## config.mk

```make
export PLATFORM = sky130hd
export DESIGN_NAME = dc_motor_pwm_driver_flat
export DESIGN_NICKNAME = d
export VERILOG_FILES = /design/src/rtl/dc_motor_pkg.sv /design/src/rtl/dc_motor_pwm_driver_if.sv /design/src/rtl/pwm_period_counter.sv /design/src/rtl/dc_motor_pwm_driver.sv /design/src/flat_wrapper.sv
export SDC_FILE = /design/constraint.sdc
export NUM_CORES = 1
export LEC_CHECK = 0
export ABC_AREA = 1
export ABC_CLOCK_PERIOD_IN_PS = 1900
export BUFFER_PORTS_ARGS = -buffer_cell sky130_fd_sc_hd__clkbuf_2
export CAP_MARGIN = 40
export CORE_MARGIN = 1.5
export CORE_UTILIZATION = 57
export DETAILED_ROUTE_END_ITERATION = 8
export PLACE_DENSITY = 0.9
export REMOVE_ABC_BUFFERS = 1
export SYNTH_ARGS = -nofsm -noshare
export SYNTH_HDL_FRONTEND = slang
export SYNTH_SLANG_ARGS = --single-unit
export TNS_END_PERCENT = 50
```

## constraint.sdc

```tcl
create_clock -name clk -period 1.9 [get_ports clk]
set_input_delay 0.095 -clock clk [delete_from_list [all_inputs] [get_ports clk]]
set_output_delay 0.095 -clock clk [all_outputs]
set_load 0.1 [all_outputs]
```

## src/rtl/dc_motor_pkg.sv

```systemverilog
// Shared constants, duty type and driver state enum for the DC motor PWM driver.
package dc_motor_pkg;

   localparam int PWM_PERIOD = 5000;
   localparam int DUTY_MAX   = 4000;
   localparam int DEAD_TIME  = 100;
   localparam int SLEW_STEP  = 200;
   localparam int DUTY_W     = 13;

   typedef logic [DUTY_W-1:0] duty_t;

   typedef enum logic [1:0] {
      IDLE,
      DEAD,
      RUN
   } drv_state_t;

   // -32768 must map to +32768, hence the 17-bit result
   function automatic logic [16:0] cmd_mag(input logic signed [15:0] c);
      logic [16:0] e;
      e = {c[15], c};
      return c[15] ? (17'd0 - e) : e;
   endfunction

endpackage

```

## src/rtl/dc_motor_pwm_driver_if.sv

```systemverilog
// Command and bridge-drive bundle between the velocity controller side and the driver.
interface dc_motor_pwm_driver_if;
   import dc_motor_pkg::*;

   logic               enable;
   logic signed [15:0] cmd;
   logic               pwm_a;
   logic               pwm_b;
   logic               dir;
   logic               period_tick;
   duty_t              duty_applied;
   logic               sat;

   modport master (
      output enable, cmd,
      input  pwm_a, pwm_b, dir, period_tick, duty_applied, sat
   );

   modport slave (
      input  enable, cmd,
      output pwm_a, pwm_b, dir, period_tick, duty_applied, sat
   );

endinterface

```

## src/rtl/pwm_period_counter.sv

```systemverilog
// PWM period wrap counter with registered end-of-period strobe.
module pwm_period_counter #(
   parameter int PERIOD = dc_motor_pkg::PWM_PERIOD,
   localparam int CW = $clog2(PERIOD)
) (
   input  logic          clk,
   input  logic          reset,
   output logic [CW-1:0] cnt,
   output logic          last,
   output logic          tick
);

   assign last = (cnt == CW'(PERIOD-1));

   // tick is registered one count early so it lines up with cnt == PERIOD-1
   always_ff @(posedge clk or posedge reset) begin
      if (reset) begin
         cnt  <= '0;
         tick <= 1'b0;
      end else begin
         cnt  <= last ? '0 : cnt + CW'(1);
         tick <= (cnt == CW'(PERIOD-2));
      end
   end

endmodule

```

## src/rtl/dc_motor_pwm_driver.sv

```systemverilog
// H-bridge PWM driver with dead time on reversal/enable.
// Optional duty slew limiting when DRIVER_SLEW_LIMIT_EN is defined.
module dc_motor_pwm_driver #(
   parameter int PWM_PERIOD = dc_motor_pkg::PWM_PERIOD,
   parameter int DUTY_MAX   = dc_motor_pkg::DUTY_MAX,
   parameter int DEAD_TIME  = dc_motor_pkg::DEAD_TIME
) (
   input logic                  clk,
   input logic                  reset,
   dc_motor_pwm_driver_if.slave bus
);
   import dc_motor_pkg::*;

   localparam int CW = $clog2(PWM_PERIOD);

   logic [CW-1:0] cnt;
   logic          last;
   logic          tick;

   pwm_period_counter #(.PERIOD(PWM_PERIOD)) u_cnt (
      .clk   (clk),
      .reset (reset),
      .cnt   (cnt),
      .last  (last),
      .tick  (tick)
   );

   drv_state_t  state, state_nx;
   duty_t       duty, duty_nx, target;
   logic        dir, dir_nx, sat, sat_nx, rev;
   logic        pa, pb, pa_nx, pb_nx;
   logic [16:0] mag;

   always_comb begin
      mag    = cmd_mag(bus.cmd);
      sat_nx = (mag > 17'(DUTY_MAX));
      target = sat_nx ? DUTY_W'(DUTY_MAX) : mag[DUTY_W-1:0];
      dir_nx = (target != '0) ? bus.cmd[15] : dir;
      rev    = (target != '0) && (bus.cmd[15] != dir);
`ifdef DRIVER_SLEW_LIMIT_EN
      // a reversal restarts the ramp from zero
      if (rev)
         duty_nx = (target > DUTY_W'(SLEW_STEP)) ? DUTY_W'(SLEW_STEP) : target;
      else if (target > duty)
         duty_nx = (target - duty > DUTY_W'(SLEW_STEP)) ?
                   duty + DUTY_W'(SLEW_STEP) : target;
      else
         duty_nx = (duty - target > DUTY_W'(SLEW_STEP)) ?
                   duty - DUTY_W'(SLEW_STEP) : target;
`else
      duty_nx = target;
`endif
   end

   always_ff @(posedge clk or posedge reset) begin
      if (reset) begin
         duty <= '0;
         dir  <= 1'b0;
         sat  <= 1'b0;
      end else if (last) begin
         duty <= duty_nx;
         dir  <= dir_nx;
         sat  <= sat_nx;
      end
   end

   always_ff @(posedge clk or posedge reset) begin
      if (reset) state <= IDLE;
      else       state <= state_nx;
   end

   always_comb begin
      state_nx = state;
      if (!bus.enable) begin
         state_nx = IDLE;
      end else begin
         unique case (state)
            IDLE: if (last) state_nx = DEAD;
            DEAD: if (cnt == CW'(DEAD_TIME-1)) state_nx = RUN;
            RUN:  if (last && rev) state_nx = DEAD;
            default: state_nx = IDLE;
         endcase
      end
   end

   always_comb begin
      pa_nx = 1'b0;
      pb_nx = 1'b0;
      if (bus.enable && state == RUN && (32'(cnt) < 32'(duty))) begin
         pa_nx = !dir;
         pb_nx = dir;
      end
   end

   always_ff @(posedge clk or posedge reset) begin
      if (reset) begin
         pa <= 1'b0;
         pb <= 1'b0;
      end else begin
         pa <= pa_nx;
         pb <= pb_nx;
      end
   end

   assign bus.pwm_a        = pa;
   assign bus.pwm_b        = pb;
   assign bus.dir          = dir;
   assign bus.period_tick  = tick;
   assign bus.duty_applied = duty;
   assign bus.sat          = sat;

endmodule

```

## src/flat_wrapper.sv

```systemverilog
// flat-port wrapper written by rule: the top's interface ports become plain ports
module dc_motor_pwm_driver_flat import dc_motor_pkg::*;
#(
   parameter int PWM_PERIOD = dc_motor_pkg::PWM_PERIOD,
   parameter int DUTY_MAX   = dc_motor_pkg::DUTY_MAX,
   parameter int DEAD_TIME  = dc_motor_pkg::DEAD_TIME
)
  (clk, reset, bus_enable, bus_cmd, bus_pwm_a, bus_pwm_b, bus_dir, bus_period_tick, bus_duty_applied, bus_sat);
  dc_motor_pwm_driver_if bus_i ();
  input logic clk;
  input logic reset;
  input wire logic [$bits(bus_i.enable)-1:0] bus_enable;
  input wire logic [$bits(bus_i.cmd)-1:0] bus_cmd;
  output wire logic [$bits(bus_i.pwm_a)-1:0] bus_pwm_a;
  output wire logic [$bits(bus_i.pwm_b)-1:0] bus_pwm_b;
  output wire logic [$bits(bus_i.dir)-1:0] bus_dir;
  output wire logic [$bits(bus_i.period_tick)-1:0] bus_period_tick;
  output wire logic [$bits(bus_i.duty_applied)-1:0] bus_duty_applied;
  output wire logic [$bits(bus_i.sat)-1:0] bus_sat;
  assign bus_i.enable = bus_enable;
  assign bus_i.cmd = bus_cmd;
  assign bus_pwm_a = bus_i.pwm_a;
  assign bus_pwm_b = bus_i.pwm_b;
  assign bus_dir = bus_i.dir;
  assign bus_period_tick = bus_i.period_tick;
  assign bus_duty_applied = bus_i.duty_applied;
  assign bus_sat = bus_i.sat;
  dc_motor_pwm_driver #(.PWM_PERIOD(PWM_PERIOD), .DUTY_MAX(DUTY_MAX), .DEAD_TIME(DEAD_TIME)) u_core (.clk(clk), .reset(reset), .bus(bus_i));
endmodule
```

# Yosys cells after proc, flatten, opt, wreduce, memory -nomap -nowiden
# Index checks and enable logic that the tools add are counted.
# classes
n_eq_ne,9
mul,0
reduce_logical,9
div,0
muxes,10
add_sub_neg,2
magnitude_cmp,2
n_shift,0
bitwise_logic,0
# op_table
cell,n
$eq A13 B13 Y1 const B,2
$mux W13,2
$gt A17 B12 Y1 const B,1
$mux W17,1
$sub A1 B16 Y17 const A,1
$add A13 B1 Y13 const B,1
$eq A13 B7 Y1 const B,1
$lt A13 B13 Y1,1
$reduce_bool A13 Y1,1
$ne A3 B2 Y1 const B,3
$mux W2,4
$pmux W2 S3,1
$logic_and A1 B1 Y1,4
$reduce_and A3 Y1,1
$eq A2 B1 Y1 const B,1
$eq A2 B2 Y1 const B,1
$logic_not A2 Y1,1
$mux W1,2
$reduce_and A2 Y1,1
$logic_not A1 Y1,1
$ne A1 B1 Y1,1
# word_totals
output_inout_bits,18
latchBits,0
mem_bits_rw,0
rom_bits,0
wordCells,40
inputBits,19
mem_count,0
regBits,33

# Longest topological paths before layout
# Gate-level depths: netlist (run 1).
# depth
word_depth,10
depth_mapped,19

# Hierarchy
# Synthesis (run 1) repeated with hierarchy kept, for this count alone.
# unflattened
cells_unflattened,337
hier_area_um2,2376.0
# by_module_without_submodules
mod,cells_each,n_inst,area_each_um2,seq_area_each_um2
dc_motor_pwm_driver,243,1,1616.6,475.5
pwm_period_counter,94,1,759.5,350.3

# Worst setup path before layout (run 1)
# No wires, ideal clock.
# synth_path
kind,flip-flop to flip-flop
start,register u_core.duty[4] (netlist: u_core.bus.duty_applied[4])
end,register u_core.pa (netlist: u_core.bus.pwm_a)
period_less_slack_ps,2214
stages_incl_launch_ff,12
arrival_time_ps,2053
path_slack_ps,-314
cell_sequence,dfrtp_1 -> inv_1 -> ha_1 -> nand2_1 -> inv_1 -> nand4_1 -> o211ai_1 -> a21oi_1 -> nor2_1 -> nor3_1 -> o2111ai_1 -> nor2_1
# synth_via
elab_chain_cells,3
# synth_lines
element,line,source
"start, declared",dc_motor_pwm_driver.sv:29,"duty_t duty, duty_nx, target;"
"start signal, assigned",dc_motor_pwm_driver.sv:61,duty <= duty_nx;
$lt A13 B13 Y1,dc_motor_pwm_driver.sv:89,if (bus.enable && state == RUN && (32'(cnt) < 32'(duty))) begin
$logic_and A1 B1 Y1,dc_motor_pwm_driver.sv:89,
$mux W1,dc_motor_pwm_driver.sv:89,
via u_core.pa_nx,dc_motor_pwm_driver.sv:31,"logic pa, pb, pa_nx, pb_nx;"
"end signal, assigned",dc_motor_pwm_driver.sv:100,pa <= pa_nx;
"end, declared",dc_motor_pwm_driver.sv:31,
# The timed path passes the listed nets, and every way through them passes these cells.
# A chain may end at the register's enable or synchronous reset.

# Worst setup path after layout (run 1)
# layout_path
start,register u_core.u_cnt.cnt[4]
end,register u_core.pb (netlist: u_core.bus.pwm_b)
# layout_via
elab_chain_cells,3
# layout_lines
element,line,source
"start, declared",pwm_period_counter.sv:8,"output logic [CW-1:0] cnt,"
"start signal, assigned",pwm_period_counter.sv:21,cnt <= last ? '0 : cnt + CW'(1);
$lt A13 B13 Y1,dc_motor_pwm_driver.sv:89,
$logic_and A1 B1 Y1,dc_motor_pwm_driver.sv:89,
$mux W1,dc_motor_pwm_driver.sv:89,
via u_core.pb_nx,dc_motor_pwm_driver.sv:31,
"end signal, assigned",dc_motor_pwm_driver.sv:101,pb <= pb_nx;
"end, declared",dc_motor_pwm_driver.sv:31,
# The timed path passes the listed nets, and every way through them passes these cells.

==> metrics, run 1 <==
hold path cells 3; Starting Density 0.586; global route overflow 0; WP buf/inv 1; IO Pins 37; final-stage net count 422; Final period util 0.933; post-layout util 0.705; Mapped Cells 332; Startpoint Class flip-flop; Chip Width 66.9 µm; Slowest-stage cell, CP dfrtp_2; Worst R2R End u_core.bus.pwm_b; synth warn 0; Post-Route WL 5670 µm; CTS tree yes; Vias/cell 5.36; initial DRC count 110; Worst R2R Path Depth 10; Overall Power 1.59 mW; DIE AREA 4480 µm²; Slew headroom 0.637; Bufs on Longest Clock Path 2; clock sinks 33; Diodes inserted 0; maximum fanout along the worst path 5; Slew @ Worst Pin 547 ps; Initial DRT Pass Iterations 4; layout cell share with drive strength beyond 1 0.204; sequential area share after synthesis 0.355; Netlist cell types 32; cell mode on critical path nor2_1; height of the die 66.9 µm; H-tree depth 2; Placed Cells 428; crit path kind reg -> reg; DR vias 2348; HPWL after DPL 4550 µm; initial antenna violation count 0; final worst slack 128 ps; maxcap violations 0; status finished clean; Worst Hold Path EP u_core.bus.duty_applied[0]; gr usage total 0.286; post-synth top area share 0.355; largest net degree at the start of global routing 34; core footprint 3970 µm²; Hold Path Class in -> reg; Final setup violation count 0; DRC Markers 0; final-report hold violation count 0; Worst VDD drop 305 µV; CP top delay family flip-flops; post-route ant nets 0; commonest non-fill, non-tap cell in the layout nand2_1; pwr dens 569 nW/µm²; Worst Hold Launch bus_cmd[0]; Area growth syn-to-layout 20.2%; synth top area cells dfrtp_1, nand2_1, inv_1; I/O Buffers 36; vias in the first global route 2279; Cell Chain, Critical Path ha_1, nand2_1, inv_1, nand4_1, o211ai_1, a21oi_1, nor2_1, nor3_2, o2111ai_1, nor2_1; Clock Latency Late Sink 290 ps; CP Capture Type flip-flop; Mean Syn Cell Area 7.01 µm²; Clock transition at path regs 70 ps; r2r setup slk 130 ps; crit path time final 1770 ps; static leakage 1.54 nW; clk_skew 5.01 ps; CTS buffer count 5; wire length of the first global-routing pass 9580 µm; crit-path max cell delay 470 ps; most frequent cells in the layout nand2_1, inv_1, nor2_1; WP data arrival 1950 ps; RR Startpoint u_core.u_cnt.cnt[4]; Seq cells post-synth 33; sum of negative setup slack 0 ps; post-layout instance count excluding filler cells 438; pre-CTS WS -1.54 ps; post-synth top area cell dfrtp_1; Syn Std Cell Area 2330 µm²; fmax 0.564 GHz; WL/cell 12.9 µm; Routability Congestion 0.865; Rows 23; fin. max-slew vios 0; CTS root buf clkbuf_8; WP data required 2080 ps
## synth_stat cells
cell / count
o22ai_1: 3
o21ai_1: 4
nor2_1: 44
o21a_1: 1
ha_1: 15
inv_1: 61
a21oi_2: 1
nand3_1: 21
a21oi_1: 11
xnor2_1: 2
nand2_2: 2
nand3b_1: 3
a41o_1: 1
nand2_1: 78
inv_2: 6
a22oi_1: 2
buf_4: 2
nor3_1: 7
a2bb2oi_1: 1
a221o_1: 1
nor4_4: 1
nor4_1: 3
nor4_2: 2
o2111ai_1: 1
xor2_1: 5
nand4_1: 3
o211ai_1: 2
or2_2: 1
nor2_2: 4
dfrtp_1: 33
o21ai_0: 10
nor2_4: 1
## worst register-to-register path: stages (launching register included)
cell	delay [ps]
dfrtp_2	470
ha_1	330
nand2_1	80
inv_1	50
nand4_1	70
o211ai_1	100
a21oi_1	90
nor2_1	120
nor3_2	60
o2111ai_1	220
nor2_1	70
## how the worst max path moves through the flow
stage / startpoint / to / slack, ps / depth (start not counted)
after floorplan: u_core.bus.duty_applied[4] / u_core.bus.pwm_a / -310 / 11
after global placement: bus_cmd[0] / u_core.state[0] / 40 / 15
after detailed placement: bus_cmd[0] / u_core.state[0] / -2 / 15
after CTS: u_core.u_cnt.cnt[1] / u_core.u_cnt.cnt[12] / 20 / 10
after global routing: u_core.u_cnt.cnt[1] / u_core.u_cnt.cnt[12] / -6 / 10
final: u_core.u_cnt.cnt[4] / u_core.bus.pwm_b / 130 / 10
## flip-flops by register name, summed over array words and instances, names as in the netlist
register / cells
u_core.state: 2
u_core.bus.sat: 1
u_core.bus.dir: 1
u_core.bus.pwm_a: 1
u_core.u_cnt.tick: 1
u_core.bus.pwm_b: 1
u_core.u_cnt.cnt: 13
u_core.bus.duty_applied: 13
## area by class of cell
class | count | area (µm²)
clock buffer | 7 | 86.3
fill | 296 | 1170
inverter | 67 | 251
multi-input combinational | 230 | 1260
sequential | 33 | 827
tap | 50 | 62.6
timing repair buffer | 51 | 308
## metrics by stage
stage | area [µm²] | hold WS, ps
floorplan | 2310 | 224
global placement | 2660 | 186
detailed placement | 2660 | 191
CTS | 2760 | 86.8
global route | 2800 | 129
finish | 2800 | 90.9
## per-layer routing
metal	share of wire	vias to the layer above	global-route usage
met2	0.53	71	0.513
met1	0.40	1092	0.321
met3	0.047	13	0.0541
met4	0.025	0	0.143
li1	-	1172	-
met5	0	-	0
## what timing repair did
action	CTS	global route
hold buffers	1	0
buffers inserted	0	2
endpoints found under the setup margin	0	13
endpoints found under the hold margin	33	0
gates resized for setup	0	6
## report_power, final
| group | leakage, nW | switching, mW | internal, mW | total (mW) |
|---|---|---|---|---|
| registers | 0.385 | 0.0120 | 0.727 | 0.739 |
| clock network | 0.0443 | 0.250 | 0.287 | 0.537 |
| logic | 1.11 | 0.222 | 0.0950 | 0.317 |
## logic make-up (layout without fill, tap and decap cells)
kind of cell	Yosys count	count (layout)	synth area share
adders and majority gates	15	15	0.0806
DFF	33	33	0.355
AOI/OAI and AO/OA	38	38	0.0978
xor gates and xnor gates	7	7	0.0263
and+or+nand+nor	170	170	0.326
buffers and inverters	69	125	0.114
No activity file was read; power rests on OpenSTA's default activity.
==> inputs of run 2 (changes only) <==
- ABC_AREA: 1 -> default
- CORE_UTILIZATION: 57 -> 56
- PLACE_DENSITY: 0.9 -> 0.89
==> metrics, run 2 <==
status finished, violations left; failing checks negative setup slack; Seq cells post-synth 33 (unchanged); Area growth syn-to-layout 36.7%; CP Capture Type flip-flop; final-report hold violation count 0 (unchanged); Startpoint Class flip-flop; WP data required 2120 ps (+40 ps); Post-synth EDFFs 0 (unchanged); Final setup violation count 2 (+2); CTS root buf clkbuf_8; post-synth top area share 0.373 (+0.0187); largest net degree at the start of global routing 34 (unchanged); Main synth FF type dfrtp_1; top-count cell post-synth dfrtp_1; commonest non-fill, non-tap cell in the layout buf_4; Post-Route WL 6550 µm (+15%); Cell Chain, Critical Path inv_2, ha_4, a21o_1, a21o_1, a21o_1, a2111oi_4, o21bai_2, a211oi_2; synth warn 0 (unchanged); Clock Latency Late Sink 310 ps (+20 ps); crit path kind reg -> reg; maxcap violations 0 (unchanged); Hold WS 86.4 ps (-4.50 ps); vias in the first global route 2190 (-3.9%); Vias/cell 5.96 (+11%); I/O Buffers 36 (unchanged); register area 826 µm² (-0.15%); post-synth top area cell dfrtp_1; DIE AREA 4340 µm² (-3.2%); Final period util 1.06 (+0.124); Slowest-stage cell, CP dfrtp_1; Worst VDD drop 414 µV (+36%); DRC Markers 0 (unchanged); gr usage total 0.310 (+0.0240); Rows 22 (-4.3%); CTS buffer count 5 (unchanged); Slew @ Worst Pin 555 ps (+7.29 ps); Chip Width 65.9 µm (-1.6%); synth top area cells dfrtp_1, ha_1, xnor2_1; Int Pwr 1.22 mW (+10%); Fillers 227 (-23%); sequential fraction of design power 0.435 (-0.029); WP data arrival 2220 ps (+270 ps); Diodes inserted 0 (unchanged); Mapped Cells 240 (-28%); initial DRC count 188 (+71%); global route overflow 0 (unchanged); sequential area share after synthesis 0.373 (+0.0187); most frequent cells in the layout buf_4, clkbuf_2, dfrtp_1; top post-synthesis cells by count dfrtp_1, inv_1, nor2_1; post-route ant nets 0 (unchanged); sw power 0.399 mW (-18%); power share of the clock group 0.432 (+0.095); Initial DRT Pass Iterations 4 (unchanged); final worst slack -108 ps (-236 ps); pre-CTS WS -277 ps (-275 ps); Starting Density 0.595 (+0.00896); Overall Power 1.62 mW (+1.8%); IO Pins 37 (unchanged); Hold Path Class in -> reg; Syn Std Cell Area 2210 µm² (-5.0%); async set-or-reset flop fraction in the synthesized netlist 1.00 (unchanged); height of the die 65.9 µm (-1.6%); crit-path max cell delay 400 ps (-70 ps); cell mode on critical path a21o_1; HPWL after DPL 4470 µm (-1.8%); core footprint 3720 µm² (-6.4%); clock sinks 33 (unchanged); WL/cell 17.5 µm (+35%); fmax 0.498 GHz (-12%); Mean Syn Cell Area 9.22 µm² (+31%); DR vias 2236 (-4.8%); Bufs on Longest Clock Path 2 (unchanged); combinational fraction of design power 0.133 (-0.066); Slew headroom 0.632 (-0.00484); Design Area, Final 3020 µm² (+8.0%); pwr dens 536 nW/µm² (-5.8%); layout cell share with drive strength beyond 1 0.346 (+0.142); H-tree depth 2 (unchanged); switching part of the total 0.246 (-0.0581); CTS tree yes; RSZ-0062 raised after global routing true; Netlist cell types 49 (+53%); post-layout util 0.814 (+0.109); crit path time final 2010 ps (+236 ps); Clock transition at path regs 70 ps (about the same); maximum fanout along the worst path 2 (-3); final-stage net count 360 (-15%); fin. max-slew vios 0 (unchanged); clk_skew 8.10 ps (+3.10 ps); Routability Congestion 0.913 (+5.6%); multi-input combinational cell area 1360 µm² (+7.8%); static leakage 1.58 nW (+2.9%); initial antenna violation count 0 (unchanged); wire length of the first global-routing pass 9940 µm (+3.8%); post-place instance area 2760 µm² (+3.6%)
## run 2: cell count changes in the layout (fill, tap and decap cells not counted), sizes merged, moves of 5 or more
cell,delta
nor2,-32
inv,-45
a21o,+6
and3,+9
nand2,-66
nand3,-10
buf,+37
a21oi,-8
xor2,+5
xnor2,+14
## run 2: layout make-up
| type | count | share of cell area |
|---|---|---|
| flip-flops and latches | 33 | 0.273 |
| clock inverters | 1 | 0.00993 |
| inverters | 22 | 0.0273 |
| clock buffers | 7 | 0.0285 |
| repair buffers | 88 | 0.191 |
| multi-input cells | 176 | 0.451 |
| well taps | 48 | 0.0199 |
## run 2: routing by layer
metal	part of all wire	vias to the layer above	wire [µm]	GRT usage
li1	-	1025	-	-
met1	0.36	1066	2390	0.347
met2	0.51	108	3370	0.537
met3	0.056	37	365	0.0460
met4	0.065	0	429	0.219
met5	0	-	0	0
## run 2: worst paths after layout
| path | from | to | slack [ps] | cells past startpoint |
|---|---|---|---|---|
| setup / recovery | u_core.bus.duty_applied[1] | u_core.bus.pwm_a | -110 | 8 |
| hold / removal | bus_enable | u_core.state[0] | 90 | 2 |
| setup reg to reg | u_core.bus.duty_applied[1] | u_core.bus.pwm_a | -110 | 8 |
| hold reg to reg | u_core.bus.sat | u_core.bus.sat | 490 | 1 |
| max in group asynchronous | reset | u_core.u_cnt.cnt[6] | 1190 | 4 |
| min in group asynchronous | reset | u_core.bus.duty_applied[0] | 400 | 4 |
## run 2: kinds of logic (layout without fill, tap and decap cells)
| family | Yosys count | count (layout) | share of synthesized area |
|---|---|---|---|
| fa+ha+maj | 15 | 15 | 0.0848 |
| flops | 33 | 33 | 0.373 |
| simple gates | 80 | 80 | 0.201 |
| buf+inv | 31 | 118 | 0.0566 |
| mux | 4 | 4 | 0.0204 |
| compound gates | 51 | 51 | 0.161 |
| xor+xnor | 26 | 26 | 0.103 |
## run 2: repair_timing
action	CTS	global route
pin swaps	7	0
buffers inserted	3	2
hold endpoints to repair	33	0
resized for setup	10	9
endpoints found under the setup margin	11	11
hold buffers	1	0
## run 2: power groups by stage
| stage | Sequential (mW) | Clock, mW | Combinational [mW] |
|---|---|---|---|
| after floorplan | 0.726 | 0 | 0.0925 |
| after global routing | 0.705 | 0.723 | 0.235 |
| after CTS | 0.705 | 0.689 | 0.212 |
| final | 0.705 | 0.701 | 0.216 |
| after detailed placement | 0.718 | 0 | 0.208 |
| after global placement | 0.718 | 0 | 0.198 |
## run 2: worst max-delay path: cells and delay by family (launching register included)
family                     cells  cell delay (ps)
AOI/OAI and AO/OA              6             1210
DFF                            1              400
adders and majority gates      1              200
buffers and inverters          1              100
## run 2: per-stage QoR
stage / TNS [ps] / std cells
2_1_floorplan: -3130 / 231
3_3_place_gp: -963 / 361
3_5_place_dp: -2600 / 361
4_1_cts: 0 / 373
5_1_grt: -372 / 375
6_report: -208 / 375
